$ cat config.mk
export PLATFORM = sky130hd
export DESIGN_NAME = gauss_ctrl_flat
export DESIGN_NICKNAME = d
export VERILOG_FILES = /design/src/rtl/gauss_ctrl_if.sv /design/src/rtl/gauss_ctrl.sv /design/src/flat_wrapper.sv
export SDC_FILE = /design/constraint.sdc
export NUM_CORES = 1
export LEC_CHECK = 0
export ABC_AREA = 1
export CAP_MARGIN = 10
export CELL_PAD_IN_SITES_DETAIL_PLACEMENT = 0
export CELL_PAD_IN_SITES_GLOBAL_PLACEMENT = 1
export CORE_ASPECT_RATIO = 1.1
export CORE_UTILIZATION = 33
export CTS_BUF_LIST = sky130_fd_sc_hd__clkbuf_4 sky130_fd_sc_hd__clkbuf_8
export DETAILED_ROUTE_END_ITERATION = 12
export GPL_ROUTABILITY_DRIVEN = 0
export PLACE_DENSITY = 0.84
export SLEW_MARGIN = 20
export SYNTH_ARGS = -nofsm -noshare
export SYNTH_HDL_FRONTEND = slang
export SYNTH_SLANG_ARGS = --single-unit
$ cat constraint.sdc
create_clock -name clk_i -period 2.09 [get_ports clk_i]
set_input_delay 0.418 -clock clk_i [delete_from_list [all_inputs] [get_ports clk_i]]
set_output_delay 0.418 -clock clk_i [all_outputs]
set_load 0.005 [all_outputs]
$ cat src/rtl/gauss_ctrl_if.sv
// ============================================================================
// Module      : gauss_ctrl_if
// Description : CPU bus, pixel RAM and filter-datapath signals of gauss_ctrl.
// Revision    : 1.0 - initial release
// ============================================================================
`default_nettype none

interface gauss_ctrl_if #(
    parameter int ADDR_W = 10
);
    logic              cs_i;
    logic              sel_i;
    logic              we_i;
    logic [31:0]       wdata_i;
    logic [31:0]       rdata_o;
    logic              src_rd_o;
    logic [ADDR_W-1:0] src_addr_o;
    logic [7:0]        src_data_i;
    logic              flt_valid_o;
    logic [7:0]        flt_pix_o;
    logic              flt_ready_i;
    logic              flt_valid_i;
    logic [7:0]        flt_pix_i;
    logic              dst_we_o;
    logic [ADDR_W-1:0] dst_addr_o;
    logic [7:0]        dst_data_o;
    logic              irq_o;

    modport slave (
        input  cs_i, sel_i, we_i, wdata_i, src_data_i, flt_ready_i, flt_valid_i, flt_pix_i,
        output rdata_o, src_rd_o, src_addr_o, flt_valid_o, flt_pix_o,
               dst_we_o, dst_addr_o, dst_data_o, irq_o
    );

    modport master (
        output cs_i, sel_i, we_i, wdata_i, src_data_i, flt_ready_i, flt_valid_i, flt_pix_i,
        input  rdata_o, src_rd_o, src_addr_o, flt_valid_o, flt_pix_o,
               dst_we_o, dst_addr_o, dst_data_o, irq_o
    );
endinterface

`default_nettype wire

$ cat src/rtl/gauss_ctrl.sv
// ============================================================================
// Module      : gauss_ctrl
// Description : Register-mapped sequencer streaming N pixels src RAM -> filter
//               -> dst RAM, with done status and level interrupt.
// Revision    : 1.0 - initial release
// ============================================================================
`default_nettype none

module gauss_ctrl #(
    parameter int ADDR_W = 10
) (
    input  logic          clk_i,
    input  logic          rst_n_i,
    gauss_ctrl_if.slave   bus
);

    localparam int CW = ADDR_W + 1;

    localparam logic [2:0] S_IDLE  = 3'd0;
    localparam logic [2:0] S_FETCH = 3'd1;
    localparam logic [2:0] S_FEED  = 3'd2;
    localparam logic [2:0] S_DRAIN = 3'd3;
    localparam logic [2:0] S_DONE  = 3'd4;

    logic [2:0]    r_state;
    logic [CW-1:0] r_in_cnt;
    logic [CW-1:0] r_out_cnt;
    logic [CW-1:0] r_n;
    logic [7:0]    r_pix;
    logic [7:0]    r_last;
    logic          r_done;
    logic          r_irq_en;
    logic          r_irq;
    logic          r_feed_first;

    logic          w_ctrl_wr;
    logic          w_start;
    logic          w_clr;
    logic          w_abort;
    logic          w_busy;
    logic          w_start_acc;
    logic          w_abort_acc;
    logic          w_out_acc;
    logic [CW-1:0] w_n_new;
    logic [CW-1:0] w_in_inc;
    logic [31:0]   w_status;
    logic          w_unused;

    assign w_ctrl_wr   = bus.cs_i & bus.we_i & ~bus.sel_i;
    assign w_start     = w_ctrl_wr & bus.wdata_i[0];
    assign w_clr       = w_ctrl_wr & bus.wdata_i[2];
    assign w_abort     = w_ctrl_wr & bus.wdata_i[3];
    assign w_n_new     = bus.wdata_i[16 +: CW];
    assign w_in_inc    = r_in_cnt + 1'b1;
    assign w_unused    = ^{bus.wdata_i[15:4], bus.wdata_i[31:16+CW]};

    assign w_busy      = (r_state == S_FETCH) | (r_state == S_FEED) | (r_state == S_DRAIN);
    assign w_abort_acc = w_abort & w_busy;
    // Abort outranks start even when both land in the same write.
    assign w_start_acc = w_start & ~w_abort & ((r_state == S_IDLE) | (r_state == S_DONE));
    assign w_out_acc   = bus.flt_valid_i & w_busy & (r_out_cnt != r_n);

    always_ff @(posedge clk_i or negedge rst_n_i) begin
        if (!rst_n_i) begin
            r_state      <= S_IDLE;
            r_in_cnt     <= '0;
            r_out_cnt    <= '0;
            r_n          <= '0;
            r_pix        <= '0;
            r_last       <= '0;
            r_done       <= 1'b0;
            r_irq_en     <= 1'b0;
            r_irq        <= 1'b0;
            r_feed_first <= 1'b0;
        end else begin
            r_feed_first <= 1'b0;
            r_irq        <= r_done & r_irq_en;
            if (w_ctrl_wr) begin
                r_irq_en <= bus.wdata_i[1];
            end
            if (w_out_acc) begin
                r_out_cnt <= r_out_cnt + 1'b1;
                r_last    <= bus.flt_pix_i;
            end
            if (w_clr) begin
                r_done <= 1'b0;
            end
            // Later assignments below deliberately override clr_done.
            if (w_abort_acc) begin
                r_state <= S_IDLE;
            end else begin
                case (r_state)
                    S_IDLE, S_DONE: begin
                        if (w_start_acc) begin
                            r_in_cnt  <= '0;
                            r_out_cnt <= '0;
                            r_n       <= w_n_new;
                            r_done    <= (w_n_new == '0);
                            r_state   <= (w_n_new == '0) ? S_DONE : S_FETCH;
                        end
                    end
                    S_FETCH: begin
                        r_state      <= S_FEED;
                        r_feed_first <= 1'b1;
                    end
                    S_FEED: begin
                        if (r_feed_first) begin
                            r_pix <= bus.src_data_i;
                        end
                        if (bus.flt_ready_i) begin
                            r_in_cnt <= w_in_inc;
                            r_state  <= (w_in_inc == r_n) ? S_DRAIN : S_FETCH;
                        end
                    end
                    S_DRAIN: begin
                        if (r_out_cnt == r_n) begin
                            r_state <= S_DONE;
                            r_done  <= 1'b1;
                        end
                    end
                    default: r_state <= S_IDLE;
                endcase
            end
        end
    end

    // First FEED cycle forwards the RAM output directly; later cycles hold it.
    assign bus.src_rd_o    = (r_state == S_FETCH);
    assign bus.src_addr_o  = (r_state == S_FETCH) ? r_in_cnt[ADDR_W-1:0] : '0;
    assign bus.flt_valid_o = (r_state == S_FEED);
    assign bus.flt_pix_o   = (r_state != S_FEED) ? 8'd0 :
                             (r_feed_first ? bus.src_data_i : r_pix);
    assign bus.dst_we_o    = w_out_acc;
    assign bus.dst_addr_o  = w_out_acc ? r_out_cnt[ADDR_W-1:0] : '0;
    assign bus.dst_data_o  = w_out_acc ? bus.flt_pix_i : 8'd0;
    assign bus.irq_o       = r_irq;

    always_comb begin
        w_status            = '0;
        w_status[0]         = w_busy;
        w_status[1]         = r_done;
        w_status[2]         = r_irq_en;
        w_status[16 +: CW]  = r_out_cnt;
    end

    assign bus.rdata_o = !bus.cs_i ? 32'd0 :
                         (bus.sel_i ? {24'd0, r_last} : w_status);

endmodule

`default_nettype wire

$ cat src/flat_wrapper.sv
// flat-port wrapper written by rule: the top's interface ports become plain ports
module gauss_ctrl_flat 
#(
    parameter int ADDR_W = 10
)
  (clk_i, rst_n_i, bus_cs_i, bus_sel_i, bus_we_i, bus_wdata_i, bus_src_data_i, bus_flt_ready_i, bus_flt_valid_i, bus_flt_pix_i, bus_rdata_o, bus_src_rd_o, bus_src_addr_o, bus_flt_valid_o, bus_flt_pix_o, bus_dst_we_o, bus_dst_addr_o, bus_dst_data_o, bus_irq_o);
  gauss_ctrl_if #(.ADDR_W(ADDR_W)) bus_i ();
  input  logic clk_i;
  input  logic rst_n_i;
  input wire logic [$bits(bus_i.cs_i)-1:0] bus_cs_i;
  input wire logic [$bits(bus_i.sel_i)-1:0] bus_sel_i;
  input wire logic [$bits(bus_i.we_i)-1:0] bus_we_i;
  input wire logic [$bits(bus_i.wdata_i)-1:0] bus_wdata_i;
  input wire logic [$bits(bus_i.src_data_i)-1:0] bus_src_data_i;
  input wire logic [$bits(bus_i.flt_ready_i)-1:0] bus_flt_ready_i;
  input wire logic [$bits(bus_i.flt_valid_i)-1:0] bus_flt_valid_i;
  input wire logic [$bits(bus_i.flt_pix_i)-1:0] bus_flt_pix_i;
  output wire logic [$bits(bus_i.rdata_o)-1:0] bus_rdata_o;
  output wire logic [$bits(bus_i.src_rd_o)-1:0] bus_src_rd_o;
  output wire logic [$bits(bus_i.src_addr_o)-1:0] bus_src_addr_o;
  output wire logic [$bits(bus_i.flt_valid_o)-1:0] bus_flt_valid_o;
  output wire logic [$bits(bus_i.flt_pix_o)-1:0] bus_flt_pix_o;
  output wire logic [$bits(bus_i.dst_we_o)-1:0] bus_dst_we_o;
  output wire logic [$bits(bus_i.dst_addr_o)-1:0] bus_dst_addr_o;
  output wire logic [$bits(bus_i.dst_data_o)-1:0] bus_dst_data_o;
  output wire logic [$bits(bus_i.irq_o)-1:0] bus_irq_o;
  assign bus_i.cs_i = bus_cs_i;
  assign bus_i.sel_i = bus_sel_i;
  assign bus_i.we_i = bus_we_i;
  assign bus_i.wdata_i = bus_wdata_i;
  assign bus_i.src_data_i = bus_src_data_i;
  assign bus_i.flt_ready_i = bus_flt_ready_i;
  assign bus_i.flt_valid_i = bus_flt_valid_i;
  assign bus_i.flt_pix_i = bus_flt_pix_i;
  assign bus_rdata_o = bus_i.rdata_o;
  assign bus_src_rd_o = bus_i.src_rd_o;
  assign bus_src_addr_o = bus_i.src_addr_o;
  assign bus_flt_valid_o = bus_i.flt_valid_o;
  assign bus_flt_pix_o = bus_i.flt_pix_o;
  assign bus_dst_we_o = bus_i.dst_we_o;
  assign bus_dst_addr_o = bus_i.dst_addr_o;
  assign bus_dst_data_o = bus_i.dst_data_o;
  assign bus_irq_o = bus_i.irq_o;
  gauss_ctrl #(.ADDR_W(ADDR_W)) u_core (.clk_i(clk_i), .rst_n_i(rst_n_i), .bus(bus_i));
endmodule
== Word-level counts from Yosys, hierarchy flattened ==
Cells that the tools add are included.
Cells by class
  add/sub/neg operators: 2
  equality and inequality tests: 13
  mux-type cells: 28
  bitwise gates (word level): 17
  reductions and logical operators: 8
Operators by type and width (count)
  2-to-1 mux 11 bit: 6
  2-to-1 mux 32 bit: 1
  2-to-1 mux 27 bit: 1
  2-to-1 mux 8 bit: 3
  adder 11 x 1 -> 11 bit (second input constant): 2
  equality test 11 bit: 2
  one-hot mux 11 bit (2 select lines): 1
  2-to-1 mux 10 bit: 2
  2-to-1 mux 3 bit: 5
  one-hot mux 3 bit (4 select lines): 1
  AND 1 bit: 11
  zero test 11 bit: 1
  != test 11 bit: 1
  != test 3 x 2 -> 1 bit (second input constant): 3
  equality test 3 x 2 -> 1 bit (second input constant): 2
  2-to-1 mux 1 bit: 6
  AND reduction 3 bit: 2
  AND reduction 4 bit: 1
  equality test 3 x 1 -> 1 bit (second input constant): 1
  equality test 3 bit (second input constant): 1
  zero test 3 bit: 1
  != test 3 x 1 -> 1 bit (second input constant): 1
  NOT 1 bit: 3
  OR 1 bit: 3
  other kinds (7): 7
Storage, ports and cells
  bits in registers: 56
  bits of input ports: 55
  output and inout bits: 72
  logic and storage cells: 78

== Logic depth before layout (Yosys ltp) ==
  depth after elaboration: 9
  mapped depth: 14
  depth with buffers taken out: 14

== Least setup slack after synthesis ==
No wires, ideal clock.
  kind: flip-flop to output port
  start: register u_core.r_out_cnt[0]
  end: output bus_dst_addr_o[0]
  arrival time: 1.342 ns
  data required time: 1.672 ns
  slack: 0.330 ns
  cell stages (with the launch flop): 9
  buffers on the path: 1
  cell sequence: dfrtp_1 -> xnor2_1 -> nand2_1 -> nor2_1 -> nand3_2 -> nand2_2 -> inv_2 -> buf_6 -> ha_1
Between the ends
  longest elaborated chain between the ends: 3
RTL lines
  from (decl): line gauss_ctrl.sv:27  | logic [CW-1:0] r_out_cnt;
  from (signal assigned): line gauss_ctrl.sv:82  | r_out_cnt <= r_out_cnt + 1'b1;
  != test 11 bit: line gauss_ctrl.sv:61  | assign w_out_acc = bus.flt_valid_i & w_busy & (r_out_cnt != r_n);
  AND 1 bit: line gauss_ctrl.sv:61
  net bus_dst_we_o: line flat_wrapper.sv:23  | output wire logic [$bits(bus_i.dst_we_o)-1:0] bus_dst_we_o;
  2-to-1 mux 10 bit: line gauss_ctrl.sv:134  | assign bus.dst_addr_o = w_out_acc ? r_out_cnt[ADDR_W-1:0] : '0;
  to (decl): line flat_wrapper.sv:24  | output wire logic [$bits(bus_i.dst_addr_o)-1:0] bus_dst_addr_o;
The timed path passes the listed nets, and every way through them passes these cells.

== Final worst setup path ==
  start: register u_core.r_n[6]
  end: output bus_dst_data_o[7]
Between the ends
  longest elaborated chain between the ends: 3
RTL lines
  from (decl): line gauss_ctrl.sv:28  | logic [CW-1:0] r_n;
  from (signal assigned): line gauss_ctrl.sv:97  | r_n <= w_n_new;
  != test 11 bit: line gauss_ctrl.sv:61
  AND 1 bit: line gauss_ctrl.sv:61
  2-to-1 mux 8 bit: line gauss_ctrl.sv:135  | assign bus.dst_data_o = w_out_acc ? bus.flt_pix_i : 8'd0;
  to (decl): line flat_wrapper.sv:25  | output wire logic [$bits(bus_i.dst_data_o)-1:0] bus_dst_data_o;
Every way passes these cells.

==> results <==
state kept, by name (all words and copies together), names as in the netlist, 3 cells and up:
signal            flops
u_core.r_in_cnt      11
u_core.r_last         8
u_core.r_n           11
u_core.r_out_cnt     11
u_core.r_pix          8
u_core.r_state        3
area by class of cell:
type / count / area [sq um] / share of cell area
sequential: 56 / 1400 / 0.253
clock buffer: 6 / 76.3 / 0.0138
multi-input combinational: 381 / 2110 / 0.381
timing repair buffer: 169 / 1460 / 0.264
tap: 147 / 184 / 0.0332
clock inverter: 2 / 16.3 / 0.00293
inverter: 74 / 290 / 0.0524
logic make-up after synthesis:
kind of cell,Yosys count,share of synthesized area
AND/OR/NAND/NOR,280,0.343
XOR/XNOR,13,0.0299
multiplexers,8,0.0210
flip-flops,56,0.368
other,1,0.000985
buffers and inverters,99,0.122
AO/OA/AOI/OAI,63,0.105
adder cells (fa/ha/maj),3,0.00986
layout by cell type (no fill, tap or decap), drive strengths merged, types with 2 or more instances in the layout:
cell type,n
nand3,47
mux2i,8
nor3,9
buf,94
clkbuf,18
xnor2,10
clkdlybuf4s50,37
ha,3
o22ai,9
o21ai,36
nand2,131
clkinv,2
xor2,3
nand4,7
a21oi,12
o21bai,5
dfrtp,56
dlygate4sd2,25
nor2,83
inv,73
conb,13
critical path: cells and delay by family, from the launching register on:
kind                   cells  cell delay, ps
AND/OR/NAND/NOR            5             520
buffers and inverters      3             350
flip-flops                 1             420
XOR/XNOR                   1             170
layer usage:
metal  up-vias  routed length [um]  global-route usage
met5         -                   0                   0
met4         0                 304              0.0610
met3        18                 562              0.0398
met2       100                5520               0.346
met1      1760                4590               0.217
li1       1963                   -                   -
power by group through the flow:
stage	registers (uW)	logic, uW	clock network (uW)
after floorplan	1690	1580	0
after global placement	1720	2700	0
after detailed placement	1740	2730	0
after CTS	1700	3010	647
after global routing	1750	3500	682
final	1700	3160	624
worst min-delay path by stage:
stage	start	endpoint	slack [ps]	depth (start not counted)
floorplan	rst_n_i	u_core.bus.irq_o	120	0
global placement	rst_n_i	u_core.r_irq_en	420	1
detailed placement	rst_n_i	u_core.r_irq_en	410	1
CTS	rst_n_i	u_core.r_irq_en	60	1
global route	rst_n_i	u_core.r_irq_en	70	1
finish	rst_n_i	u_core.r_irq_en	50	1
stage by stage:
stage / total power, uW / instance area [sq um] / utilization
after floorplan: 3270 / 3850 / -
after global placement: 4420 / 5230 / 0.473
after detailed placement: 4470 / 5230 / 0.473
after CTS: 5360 / 5480 / 0.495
after global routing: 5930 / 5540 / 0.501
final: 5490 / 5540 / 0.501
what timing repair did:
action,CTS,global route
pin swaps,11,4
hold endpoints to repair,0,0
gates cloned,2,1
buffers inserted,22,4
setup endpoints to repair,58,41
resized for setup,149,51
==> Flow_metrics.wiki <==
{| class="wikitable"
! Metric !! Value
|-
| Number of sinks handled by clock tree synthesis || 56
|-
| Number of I/O pins || ~130
|-
| Type of destination of the critical path || output port
|-
| Internal power || 3230 uW
|-
| Total leakage power || 0.00279 uW
|-
| Antenna Nets Post-Route || 0
|-
| Critical path's largest stage delay || 420 ps
|-
| Max Freq || roughly 460 MHz
|-
| Latest clock arrival within the worst-skew pair || ~310 ps
|-
| Port Buf Inserts || 96
|-
| Crit Path Class || reg2out
|-
| Setup slack after placement || -270 ps
|-
| Register-to-Register Setup Slack || 220 ps
|-
| Share of post-route cells with drive strength above 1 || 0.270
|-
| Filler cell count || roughly 1100
|-
| Filler-free cell count of the finished design || between 800 and 900
|-
| Result of the run || finished, violations left
|-
| Total number of vias || 3841
|-
| Final setup skew || between 7 and 8 ps
|-
| Synthesized flop and latch total || between 50 and 60
|-
| Unrepaired setup endpoints after global routing || true
|-
| Placement row count || 40
|-
| Root Driver || sky130_fd_sc_hd__clkbuf_8
|-
| First-pass DRT Iterations || 4
|-
| Via count of the first global-routing pass || 3963
|-
| Core area || between 10000 and 15000 sq um
|-
| Share of power burned in combinational logic || 0.576
|-
| Clock tree from TritonCTS || yes
|-
| Total Routed Length || between 10000 and 15000 um
|-
| Synthesized area || ~3800 sq um
|-
| EDFF count, synth || 0
|-
| Critical path cell sequence || xnor2_1, nand2_1, nor2_1, nand3_2, nand2_4, buf_6, buf_4, nor2_2, buf_2
|-
| Antenna violations before repair || 0
|-
| Nets || roughly 750
|-
| CTS buffer count || 5
|-
| Number of maximum-capacitance constraint violations || 0
|-
| Total overflow reported by the global router || 0
|-
| R2r worst-path depth || 11
|-
| Switching Fraction || 0.412
|-
| Worst-Margin Slew || 499 ps
|-
| Final worst path period need || 2190 ps
|-
| Top area cells in the synthesized netlist || sky130_fd_sc_hd__dfrtp_1, sky130_fd_sc_hd__nand2_1, sky130_fd_sc_hd__nor2_1
|-
| CP arrival || 1770 ps
|-
| Total net switching power || 2260 uW
|-
| Routed len/inst || 13.2 um
|-
| Number of warning messages in the yosys log || 0
|-
| Layout overhead on the synthesized area || 45.5%
|-
| First-pass GRT wire length || 18200 um
|-
| Required arrival time at the worst endpoint || 1670 ps
|-
| Post-synthesis sequential area ratio || 0.368
|-
| DR vias/cell || 4.60
|-
| Reg2Reg Launch Point || u_core.r_n[6]
|-
| Die W || 104 um
|-
| Largest fanout on the critical path || 6
|-
| Slowest-stage cell, CP || sky130_fd_sc_hd__dfrtp_1
|-
| IR Drop Worst-Case VDD || 0.576 mV
|-
| Sequential Power Share || 0.310
|-
| Post-route setup slack || -96.5 ps
|-
| Worst hold path class || in2async
|-
| Average size of a mapped cell || 7.28 sq um
|-
| Synthesized netlist cell count || 523
|-
| Overall global routing resource usage || 0.188
|-
| Full die area || 12000 sq um
|-
| Number of H-tree levels || 2
|-
| CTS hold repair buffers || 0
|-
| Yosys cell types || 38
|-
| Violations in the final reports || setup timing
|-
| DRC || 0
|-
| Vertical die dimension || between 100 and 150 um
|-
| End of the worst register-to-register path || u_core.r_out_cnt[3]
|-
| Endpoint of the worst setup timing path || bus_dst_data_o[7]
|-
| Async set-reset flop share out of synthesis || 1.00
|-
| Longest Clk Path Bufs || 2
|-
| Slew headroom || 0.665
|-
| Fraction of synthesized cell area taken by the top area cell type || 0.368
|-
| Most instantiated library cell after synthesis || sky130_fd_sc_hd__nand2_1
|-
| Number of hold-slack violations in the final timing report || 0
|-
| Finish-stage setup viols || 16
|-
| Clk pin slew, worst setup/hold paths || ~100 ps
|-
| Maximum number of pins on one net before global-route repair || 38
|-
| Library cell with the largest summed area after synthesis || sky130_fd_sc_hd__dfrtp_1
|-
| Clock network fraction of design power || 0.114
|-
| Worst setup path start || u_core.r_n[6]
|-
| Power per cell area || around 1000 nW/um^2
|-
| Period utilisation layout || 1.05
|-
| Half-perimeter wire length after detailed placement || 8030 um
|-
| Fin Hold WS || 53.5 ps
|-
| Most numerous cell types in the synthesized netlist || sky130_fd_sc_hd__nand2_1, sky130_fd_sc_hd__nor2_1, sky130_fd_sc_hd__inv_1, sky130_fd_sc_hd__dfrtp_1, sky130_fd_sc_hd__nand3_1
|-
| Startpoint Class || register
|-
| DR iter-0 viols || 208
|-
| Sum of negative setup slack || -980 ps
|-
| Dominant register cell in the synthesized netlist || sky130_fd_sc_hd__dfrtp_1
|-
| Max Slew Vio Count || 0
|-
| Starting density of the core || 0.344
|-
| Diode insertion count for antenna repair || 0
|-
| Number of cells in the design after placement || 800
|}
No activity file was read; power rests on OpenSTA's default activity.
==> patch (config.mk and constraints unchanged) <==
`ADDR_W` is set to 10 in 3 places; all go to 12.
--- a/src/rtl/gauss_ctrl_if.sv
+++ b/src/rtl/gauss_ctrl_if.sv
@@ -6,7 +6,7 @@
 `default_nettype none
 
 interface gauss_ctrl_if #(
-    parameter int ADDR_W = 10
+    parameter int ADDR_W = 12
 );
     logic              cs_i;
     logic              sel_i;
--- a/src/rtl/gauss_ctrl.sv
+++ b/src/rtl/gauss_ctrl.sv
@@ -7,7 +7,7 @@
 `default_nettype none
 
 module gauss_ctrl #(
-    parameter int ADDR_W = 10
+    parameter int ADDR_W = 12
 ) (
     input  logic          clk_i,
     input  logic          rst_n_i,
--- a/src/flat_wrapper.sv
+++ b/src/flat_wrapper.sv
@@ -1,7 +1,7 @@
 // flat-port wrapper written by rule: the top's interface ports become plain ports
 module gauss_ctrl_flat 
 #(
-    parameter int ADDR_W = 10
+    parameter int ADDR_W = 12
 )
   (clk_i, rst_n_i, bus_cs_i, bus_sel_i, bus_we_i, bus_wdata_i, bus_src_data_i, bus_flt_ready_i, bus_flt_valid_i, bus_flt_pix_i, bus_rdata_o, bus_src_rd_o, bus_src_addr_o, bus_flt_valid_o, bus_flt_pix_o, bus_dst_we_o, bus_dst_addr_o, bus_dst_data_o, bus_irq_o);
   gauss_ctrl_if #(.ADDR_W(ADDR_W)) bus_i ();
Interface: changed (resized bus_dst_addr_o and bus_src_addr_o); port bits go from 127 to 131. No check against the original RTL was run, so the function may have changed too.
==> patch against the original RTL <==
  * The flow still finishes with violations (negative setup slack)
  * Critical endpoint is now bus_dst_addr_o[0]
  * Design area up 7.6%
  * Synthesized area up 3.5%
  * Die area up 3.5%
  * Sequential cell count up 6
  * Non-clock buffer count up 22
  * Wire length up 9.6%
  * Setup slack worse by 110 ps
  * Total power up 30%
  * Register-to-register slack worse by 80 ps
  * Utilization up 1.6 points
  * Sequential power up 14%
  * Global-route usage up 1.2 points
==> patch: results (changes against the original RTL) <==
| Metric | Value |
|---|---|
| Clock latency on the worst-skew pair | 360 ps (+50 ps) |
| Number of global-route vias before repair | 4049 (+2.2%) |
| Clk buf depth | 2 (unchanged) |
| Largest net degree at the start of global routing | 47 (+24%) |
| RR Endpoint | u_core.r_out_cnt[4] |
| Worst hold endpoint | u_core.bus.irq_o |
| Met2 Use GR | 0.348 (+0.00236) |
| All-Layer GR Usage | 0.200 (+0.0120) |
| Area contributors post-synth | dfrtp_1 (39%), nand2_1 (13%), nor2_1 (9.3%), inv_1 (7.4%), nand3_1 (5.2%) |
| Worst Hold Path Cells | 2 |
| FF-to-FF Start | u_core.r_n[8] |
| Worst Tran Pin Value | 518 ps (+19.5 ps) |
| Synthesis warning total | 0 (unchanged) |
| Leak | 3.00 nW (+7.7%) |
| H-Tree Depth | 3 (+1) |
| Clk_skew | 10.6 ps (+3.57 ps) |
| Worst VDD drop | 0.573 mV (-0.59%) |
| Pint | 4.32 mW (+34%) |
| Asr flop ratio synth | 1.00 (unchanged) |
| Status | finished with violations |
| Final setup violation count | 21 (+5) |
| Hold Crit Start | u_core.r_irq_en |
| First-pass GRT wire length | 19.3 mm (+6.1%) |
| Sequential share of the synthesized area | 0.393 (+0.0255) |
| Top_reg_cell synth | dfrtp_1 |
| Failing checks | negative setup slack |
| M1 GR Usage | 0.248 (+0.0309) |
| Crit path DAT | 1880 ps (+110 ps) |
| TritonCTS Buffers | 9 (+4) |
| Largest registers | u_core.r_in_cnt: 13 flops, u_core.r_n: 13 flops, u_core.r_out_cnt: 13 flops |
| Nets@finish | 817 (+9.7%) |
| R2R cell count | 14 (+3) |
| Initial antenna violation count | 0 (unchanged) |
| Setup_tns | -2570 ps (-1590 ps) |
| Commonest cells post-synth | nand2_1 (139), nor2_1 (98), inv_1 (78), dfrtp_1 (62), nand3_1 (41) |
| # diodes | 0 (unchanged) |
| Worst-path clk slew | 80 ps (-20 ps) |
| Worst min path class | flop to flop |
| Yosys cell types | 31 (-18%) |
| Routed wl met2 | 5.93 mm (+7.4%) |
| WL met3 | 571 um (+1.6%) |
| Share of cells above drive strength 1 | 0.263 (-0.00726) |
| Vias | 4188 (+9.0%) |
| Hold Vio Cnt, Final | 0 (unchanged) |
| CP max FO | 6 (unchanged) |
| Wl on met1 | 5.36 mm (+17%) |
| Setup ws final | -210 ps (-113 ps) |
| Met3 GRT Util | 0.0419 (+0.00201) |
| Largest stage delay on the critical path | 400 ps (-20 ps) |
| I/O Buffers | 104 (+8.3%) |
| WL/cell | 13.2 um (+0.13%) |
| Post-detail-place hpwl | 8.97 mm (+12%) |
| Reg2reg setup slack | 140 ps (-80 ps) |
| 1st-iter DRT viols | 189 (-9.1%) |
==> patch: changes by cell type after synthesis, sizes merged, moves of 3 or more <==
cell,unedited run,this run
nand3,46,41
a211oi,0,3
xnor2,10,3
a21oi,12,8
o21ai,36,42
inv,73,82
xor2,3,12
dfrtp,56,62
nor2,83,104
nand2,131,141
==> patch: power groups by stage <==
stage	combinational, mW	clock, mW	sequential [mW]
3_5_place_dp	3.53	0	1.94
2_1_floorplan	1.80	0	1.89
5_1_grt	4.35	1.35	1.98
3_3_place_gp	3.47	0	1.92
4_1_cts	3.66	1.31	1.93
6_report	3.91	1.29	1.93
==> patch: layout make-up <==
| type | instances | area, um^2 |
|---|---|---|
| Fill cell | 1168 | 5580 |
| Multi-Input combinational cell | 413 | 2090 |
| Inverter | 82 | 318 |
| Sequential cell | 62 | 1550 |
| Clock buffer | 13 | 173 |
| Tap cell | 150 | 188 |
| Clock inverter | 3 | 65.1 |
| Timing Repair Buffer | 191 | 1580 |
==> patch: tightest hold or removal path: cells and delay by family, from the launching register on <==
family	cells	cell delay, ps
AND/OR/NAND/NOR	1	50
buffers and inverters	1	50
flip-flops	1	350
==> patch: cell families (layout without fill, tap and decap cells) <==
logic type / count (synthesis) / count (layout) / synth area share
AOI/OAI and AO/OA: 70 / 70 / 0.0990
xor gates and xnor gates: 15 / 15 / 0.0333
adders and majority gates: 3 / 3 / 0.00952
buffers and inverters: 108 / 289 / 0.120
DFF: 62 / 62 / 0.393
muxes: 8 / 8 / 0.0203
other: 1 / 11 / 0.000951
and+or+nand+nor: 306 / 306 / 0.323
==> patch: through the flow <==
stage	instances	setup WS [ps]	area, um^2	hold slack, ps	power (mW)
CTS	905	-271	5930	482	6.89
detailed placement	878	-361	5600	386	5.47
global placement	878	-360	5600	392	5.39
floorplan	583	283	3980	122	3.69
global route	914	-311	5960	501	7.68
finish	914	-210	5960	476	7.13
==> patch: worst max-delay path by stage <==
stage | end | startpoint | slack (ps) | cells after the start
2_1_floorplan | bus_dst_addr_o[10] | u_core.r_out_cnt[7] | 280 | 10
3_3_place_gp | bus_dst_addr_o[11] | bus_flt_valid_i | -360 | 7
3_5_place_dp | bus_dst_data_o[7] | bus_flt_valid_i | -360 | 7
4_1_cts | bus_dst_addr_o[2] | u_core.r_out_cnt[11] | -270 | 9
5_1_grt | bus_dst_addr_o[0] | u_core.r_n[8] | -310 | 10
6_report | bus_dst_addr_o[0] | u_core.r_n[8] | -210 | 10
==> patch: repair_timing <==
item                                    CTS  global route
hold buffers                              1             0
hold endpoints to repair                 13             0
endpoints found under the setup margin   64            38
buffers inserted                         11             9
pin swaps                                 8             5
cloned                                    0             1
gates resized for setup                 132           111
